### config.mk
export PLATFORM = sky130hd
export DESIGN_NAME = counter_interact_ctrl
export DESIGN_NICKNAME = d
export VERILOG_FILES = /design/src/rtl/overcooked_pkg.sv /design/src/rtl/counter_slot_decode.sv /design/src/rtl/counter_interact_ctrl.sv
export SDC_FILE = /design/constraint.sdc
export NUM_CORES = 1
export LEC_CHECK = 0
export CAP_MARGIN = 20
export CORE_UTILIZATION = 55
export DETAILED_ROUTE_END_ITERATION = 16
export PLACE_DENSITY = 0.85
export SLEW_MARGIN = 0
export SYNTH_ARGS = -nofsm -noshare
export SYNTH_HDL_FRONTEND = slang
export SYNTH_SLANG_ARGS = --single-unit
### constraint.sdc
create_clock -name Clk -period 5.3 [get_ports Clk]
set_clock_uncertainty 0.15 [all_clocks]
set_input_delay 1.06 -clock Clk [delete_from_list [all_inputs] [get_ports Clk]]
set_output_delay 1.06 -clock Clk [all_outputs]
set_load 0.01 [all_outputs]
### src/rtl/overcooked_pkg.sv
// Shared types and constants for the kitchen counter logic.
// Includes the item codes, the interact FSM states and the no-counter sentinel.
package overcooked_pkg;

  typedef enum logic [2:0] {
    ITEM_EMPTY   = 3'd0,
    ITEM_FISH    = 3'd1,
    ITEM_CHOPPED = 3'd2,
    ITEM_COOKED  = 3'd3,
    ITEM_PLATED  = 3'd4
  } item_t;

  typedef enum logic [1:0] {
    IDLE     = 2'd0,
    LOOKUP   = 2'd1,
    ACT      = 2'd2,
    WAIT_REL = 2'd3
  } state_t;

  localparam logic [9:0]  NO_COUNTER = 10'd15;
  localparam int unsigned SLOT_W     = 4;

endpackage

### src/rtl/counter_slot_decode.sv
// Maps a counter centre (X,Y) onto a top-wall slot index.
// Uses a constant-compare chain so no divider is inferred; shared with the renderer highlight.
module counter_slot_decode
  import overcooked_pkg::*;
#(
  parameter int unsigned NUM_SLOTS   = 16,
  parameter int unsigned SLOT_PITCH  = 40,
  parameter int unsigned SLOT_OFFSET = 20,
  parameter logic [9:0]  COUNTER_Y   = 10'd100
) (
  input  logic [9:0]        x,
  input  logic [9:0]        y,
  output logic              slot_valid,
  output logic [SLOT_W-1:0] slot_idx
);

  logic sentinel;

  assign sentinel = (x == NO_COUNTER) && (y == NO_COUNTER);

  always_comb begin
    slot_valid = 1'b0;
    slot_idx   = '0;
    if (!sentinel && (y == COUNTER_Y)) begin
      for (int unsigned i = 0; i < NUM_SLOTS; i++) begin
        if (x == 10'(SLOT_OFFSET + i * SLOT_PITCH)) begin
          slot_valid = 1'b1;
          slot_idx   = SLOT_W'(i);
        end
      end
    end
  end

endmodule

### src/rtl/counter_interact_ctrl.sv
// Interact-key handler: picks up from / places onto the selected top-wall counter.
// Owns the per-counter item table, the held item and the delivered-dish score.
module counter_interact_ctrl
  import overcooked_pkg::*;
#(
  parameter int unsigned NUM_SLOTS      = 16,
  parameter int unsigned SLOT_PITCH     = 40,
  parameter int unsigned SLOT_OFFSET    = 20,
  parameter logic [9:0]  COUNTER_Y      = 10'd100,
  parameter int unsigned DISPENSER_SLOT = 0,
  parameter int unsigned SERVE_SLOT     = 15
) (
  input  logic              Clk,
  input  logic              Reset_n,
  input  logic [9:0]        nearestCounterX,
  input  logic [9:0]        nearestCounterY,
  input  logic              interactKey,
  input  logic [SLOT_W-1:0] renderSlot,
  output logic [2:0]        renderItem,
  output logic [2:0]        heldItem,
  output logic              busy,
  output logic              serveStrobe,
  output logic [7:0]        score
);

  localparam logic [SLOT_W-1:0] DISP_IDX  = SLOT_W'(DISPENSER_SLOT);
  localparam logic [SLOT_W-1:0] SERVE_IDX = SLOT_W'(SERVE_SLOT);

  state_t            state_q, state_d;
  logic              key_prev_q;
  logic [9:0]        x_q, y_q;
  logic              slot_valid_q;
  logic [SLOT_W-1:0] slot_idx_q;
  logic              dec_valid;
  logic [SLOT_W-1:0] dec_idx;
  item_t             held_q, held_d;
  logic [7:0]        score_q, score_d;
  logic              serve_strobe_q, strobe_d;
  item_t             table_q [NUM_SLOTS];
  item_t             slot_item;
  logic              tbl_we;
  item_t             tbl_wdata;
  logic              press;
  logic              latch_xy;

  counter_slot_decode #(
    .NUM_SLOTS   (NUM_SLOTS),
    .SLOT_PITCH  (SLOT_PITCH),
    .SLOT_OFFSET (SLOT_OFFSET),
    .COUNTER_Y   (COUNTER_Y)
  ) u_decode (
    .x          (x_q),
    .y          (y_q),
    .slot_valid (dec_valid),
    .slot_idx   (dec_idx)
  );

  assign press     = interactKey & ~key_prev_q;
  assign slot_item = table_q[slot_idx_q];

  always_comb begin
    state_d   = state_q;
    held_d    = held_q;
    score_d   = score_q;
    strobe_d  = 1'b0;
    tbl_we    = 1'b0;
    tbl_wdata = ITEM_EMPTY;
    latch_xy  = 1'b0;
    unique case (state_q)
      IDLE: begin
        if (press) begin
          latch_xy = 1'b1;
          state_d  = LOOKUP;
        end
      end
      LOOKUP: state_d = ACT;
      ACT: begin
        state_d = WAIT_REL;
        // Dispenser and serve slots are special-cased ahead of the generic swap
        if (slot_valid_q) begin
          if (slot_idx_q == DISP_IDX) begin
            if (held_q == ITEM_EMPTY) held_d = ITEM_FISH;
          end else if (slot_idx_q == SERVE_IDX) begin
            if (held_q == ITEM_PLATED) begin
              held_d   = ITEM_EMPTY;
              score_d  = (score_q == 8'hFF) ? score_q : score_q + 8'd1;
              strobe_d = 1'b1;
            end
          end else if ((held_q == ITEM_EMPTY) && (slot_item != ITEM_EMPTY)) begin
            held_d    = slot_item;
            tbl_we    = 1'b1;
            tbl_wdata = ITEM_EMPTY;
          end else if ((held_q != ITEM_EMPTY) && (slot_item == ITEM_EMPTY)) begin
            held_d    = ITEM_EMPTY;
            tbl_we    = 1'b1;
            tbl_wdata = held_q;
          end
        end
      end
      WAIT_REL: begin
        if (!interactKey) state_d = IDLE;
      end
      default: state_d = IDLE;
    endcase
  end

  always_ff @(posedge Clk or negedge Reset_n) begin
    if (!Reset_n) begin
      state_q        <= IDLE;
      key_prev_q     <= 1'b0;
      x_q            <= '0;
      y_q            <= '0;
      slot_valid_q   <= 1'b0;
      slot_idx_q     <= '0;
      held_q         <= ITEM_EMPTY;
      score_q        <= '0;
      serve_strobe_q <= 1'b0;
    end else begin
      state_q        <= state_d;
      key_prev_q     <= interactKey;
      held_q         <= held_d;
      score_q        <= score_d;
      serve_strobe_q <= strobe_d;
      if (latch_xy) begin
        x_q <= nearestCounterX;
        y_q <= nearestCounterY;
      end
      if (state_q == LOOKUP) begin
        slot_valid_q <= dec_valid;
        slot_idx_q   <= dec_idx;
      end
    end
  end

  always_ff @(posedge Clk or negedge Reset_n) begin
    if (!Reset_n) begin
      for (int unsigned i = 0; i < NUM_SLOTS; i++) table_q[i] <= ITEM_EMPTY;
    end else if (tbl_we) begin
      table_q[slot_idx_q] <= tbl_wdata;
    end
  end

  always_comb begin
    renderItem = ITEM_EMPTY;
    if ({1'b0, renderSlot} < 5'(NUM_SLOTS)) renderItem = table_q[renderSlot];
  end

  assign heldItem    = held_q;
  assign busy        = (state_q != IDLE);
  assign serveStrobe = serve_strobe_q;
  assign score       = score_q;

endmodule

==> flow_metrics.py <==
metrics = {
    "worst_setup_path": {
        "arrival_ps": 3280,
        "critPathRequiredTime_ps": 4090,
        "crit_type": "primary input to primary output",
        "startpoint_type": "primary input",
        "reg2reg_slack_ps": 820,
        "path_max_fanout": 12,
        "endpoint_kind": "primary output",
        "timing.rr.start": "slot_idx_q[0]",
        "reg2reg_depth": 10,
        "rr_endpoint": "table_q[40]",
    },
    "floorplan": {
        "io_pins": 43,
        "rows": 33,
        "die_area_um2": 9070,
        "start_util_pct": 57.6,
        "die_x_um": 95.2,
        "core_area_um2": 8300,
        "die_h_um": 95.2,
    },
    "worst_hold_path": {
        "hp-class": "flop to flop",
        "hold_end": "table_q[2]",
        "holdPathStages": 0,
        "hp-start": "table_q[2]",
    },
    "cts": {
        "h-tree-depth": 3,
        "cts_setup_buffers": 0,
        "clk_pin_slew_ps": 90,
        "cts_tree": "built",
        "cts_resized": 0,
        "clock-sinks": 88,
        "cts_hold_buf": 0,
        "insertion_delay_ps": 350,
        "cts_buffer_depth": 2,
        "cts-root-buf": "clkbuf_8",
        "cts_buffers": 9,
    },
    "synthesis": {
        "synth_edf_count": 0,
        "synth_nets": 412,
        "synth-seq-area-share_pct": 46.0,
        "yosysWarnings": 0,
        "synth.ff_latch_count": 88,
        "synthCells": 378,
        "ys.flop_type": "dfrtp_1",
        "avgSynthCellArea_um2": 12.7,
        "async_flop_share_pct": 100,
        "syn_area_um2": 4780,
        "ys_types": 55,
    },
    "final_layout": {
        "regArea_um2": 2200,
        "diodes": 0,
        "multi_input_area_um2": 2400,
        "final_cell_area_um2": 5430,
        "nNetsFinal": 436,
        "nFillCells": 623,
        "drive_gt1_share_pct": 27.8,
        "areaGrowthSynthToFinish_pct": 13.6,
    },
    "global_routing": {
        "grt_pass1_vias": 3338,
        "grt_overflow_total": 0,
        "antenna_found_initial": 0,
        "grtUsageTotal_pct": 24.3,
        "grt_pass1_wl_um": 16700,
        "grt_max_degree": 89,
    },
    "detailed_routing": {
        "drtIter0Drc": 312,
        "drcViolationCount": 0,
        "via_per_inst": 6.49,
        "drtAntennaViolNets": 0,
        "vias": 3321,
        "routedWlPerCell_um": 19.5,
        "wirelength_um": 9960,
        "dr.pass1.iters": 5,
    },
    "job": {
        "cap_violations": 0,
    },
    "sta": {
        "report.final.hold_viol_count": 0,
        "fin_crit_ps": 4490,
        "fmax_mhz": 223,
        "setup_viol": 0,
        "slew_viol_final": 0,
        "maxSlewHeadroom_pct": 33.6,
        "finalCritPeriodShare_pct": 84.8,
        "worst_pin_slew_ps": 996,
        "rsz0062_at_grt": "no",
        "fin_tns_setup_ps": 0,
    },
    "pwr": {
        "power.total_uw": 1750,
        "ir_worst_vdd_mv": 0.210,
        "power_density_nw_per_um2": 322,
        "leakage_uw": 0.00232,
    },
    "placement": {
        "portBuffers": 42,
        "routabilityCongestion": 0.895,
        "dp_hpwl_um": 6830,
        "place_area_um2": 5200,
    },
    "outcome": {
        "status": "complete, no violations",
    },
}
==> routing by layer <==
metal	track usage (%)	wire (µm)
met5	0	0
met4	8.84	242
met3	5.66	643
met2	37.6	4790
met1	33.6	4290
==> layout make-up <==
class / count / share of cell area (%)
Clock buffer: 12 / 2.67
Inverter: 11 / 0.760
Tap cell: 105 / 2.42
Multi-Input combinational cell: 248 / 44.3
Sequential cell: 88 / 40.6
Timing Repair Buffer: 44 / 8.34
Clock inverter: 4 / 0.991
==> synth_stat cells (3+ instances only) <==
cell type  count  area share, %
a21oi_1        3           0.31
nand4_1        9            1.2
and4_1         5           0.92
o21ai_0        6           0.63
buf_2          8           0.84
nand2b_1       5           0.65
clkbuf_1      19            1.5
and2_1         4           0.52
nor4bb_1       6            1.3
xor2_1         3           0.55
mux2_2        64             15
xnor2_1        7            1.3
nor2b_1        4           0.52
ha_1           7            1.8
a22oi_1        6           0.94
nand3_1       10            1.0
or3_1          4           0.52
inv_1         10           0.79
nand2_1       17            1.3
nor2_1        12           0.94
dfrtp_1       88             46
nor3_1         9           0.94
mux4_2        27             13
==> cell families (layout without fill, tap and decap cells) <==
family / count (synthesis) / after routing / share of synthesized area [%]
adder cells (fa/ha/maj): 7 / 7 / 1.83
buffers and inverters: 42 / 71 / 3.69
AND/OR/NAND/NOR: 107 / 107 / 13.7
flip-flops: 88 / 88 / 46.0
XOR/XNOR: 10 / 10 / 1.83
multiplexers: 92 / 92 / 28.0
AO/OA/AOI/OAI: 32 / 32 / 4.89
==> worst max-delay path: stages <==
cell,delay [ps]
clkdlybuf4s50_1,460
buf_4,240
mux4_2,540
mux4_2,490
clkdlybuf4s50_1,490
==> how the worst max path moves through the flow <==
stage | startpoint | to | slack [ps] | cells after the start
global route | slot_idx_q[0] | table_q[40] | 510 | 10
global placement | renderSlot[0] | renderItem[0] | 840 | 5
CTS | renderSlot[0] | renderItem[0] | 780 | 5
finish | renderSlot[0] | renderItem[0] | 810 | 5
floorplan | renderSlot[0] | renderItem[0] | 1730 | 3
detailed placement | renderSlot[0] | renderItem[0] | 790 | 5
==> flip-flops by register name, summed over array words and instances, names as in the netlist <==
name / count
serveStrobe: 1
score: 8
slot_valid_q: 1
key_prev_q: 1
y_q: 10
slot_idx_q: 4
heldItem: 3
state_q: 2
table_q: 48
x_q: 10
==> where the power goes <==
group / internal [µW] / leakage [µW] / switching, µW / total, µW
clock network: 232 / 0.0000928 / 238 / 470
logic: 231 / 0.00105 / 154 / 384
registers: 756 / 0.00118 / 140 / 896
total: 1220 / 0.00232 / 531 / 1750
==> per-stage QoR <==
step | cells | setup WS [ps] | hold slack [ps] | utilization (%)
finish | 512 | 806 | 253 | 65.4
global route | 512 | 510 | 271 | 65.4
CTS | 511 | 784 | 254 | 65.1
detailed placement | 495 | 788 | 234 | 62.7
global placement | 495 | 837 | 231 | 62.7
floorplan | 378 | 1730 | 290 | -
==> cell usage in the layout (no fill, tap or decap), types with 5 or more instances in the layout <==
cell type	Yosys	routed
clkdlybuf4s50_1	0	41
nor4bb_1	6	6
and4_1	5	5
clkbuf_8	0	10
inv_1	10	10
dfrtp_1	88	88
a22oi_1	6	6
o21ai_0	6	6
nand2b_1	5	5
nor2_1	12	12
nand2_1	17	17
mux2_2	64	64
ha_1	7	7
nand4_1	9	9
xnor2_1	7	7
nor3_1	9	9
mux4_2	27	27
nand3_1	10	10
(Power assumes the default switching activity.)
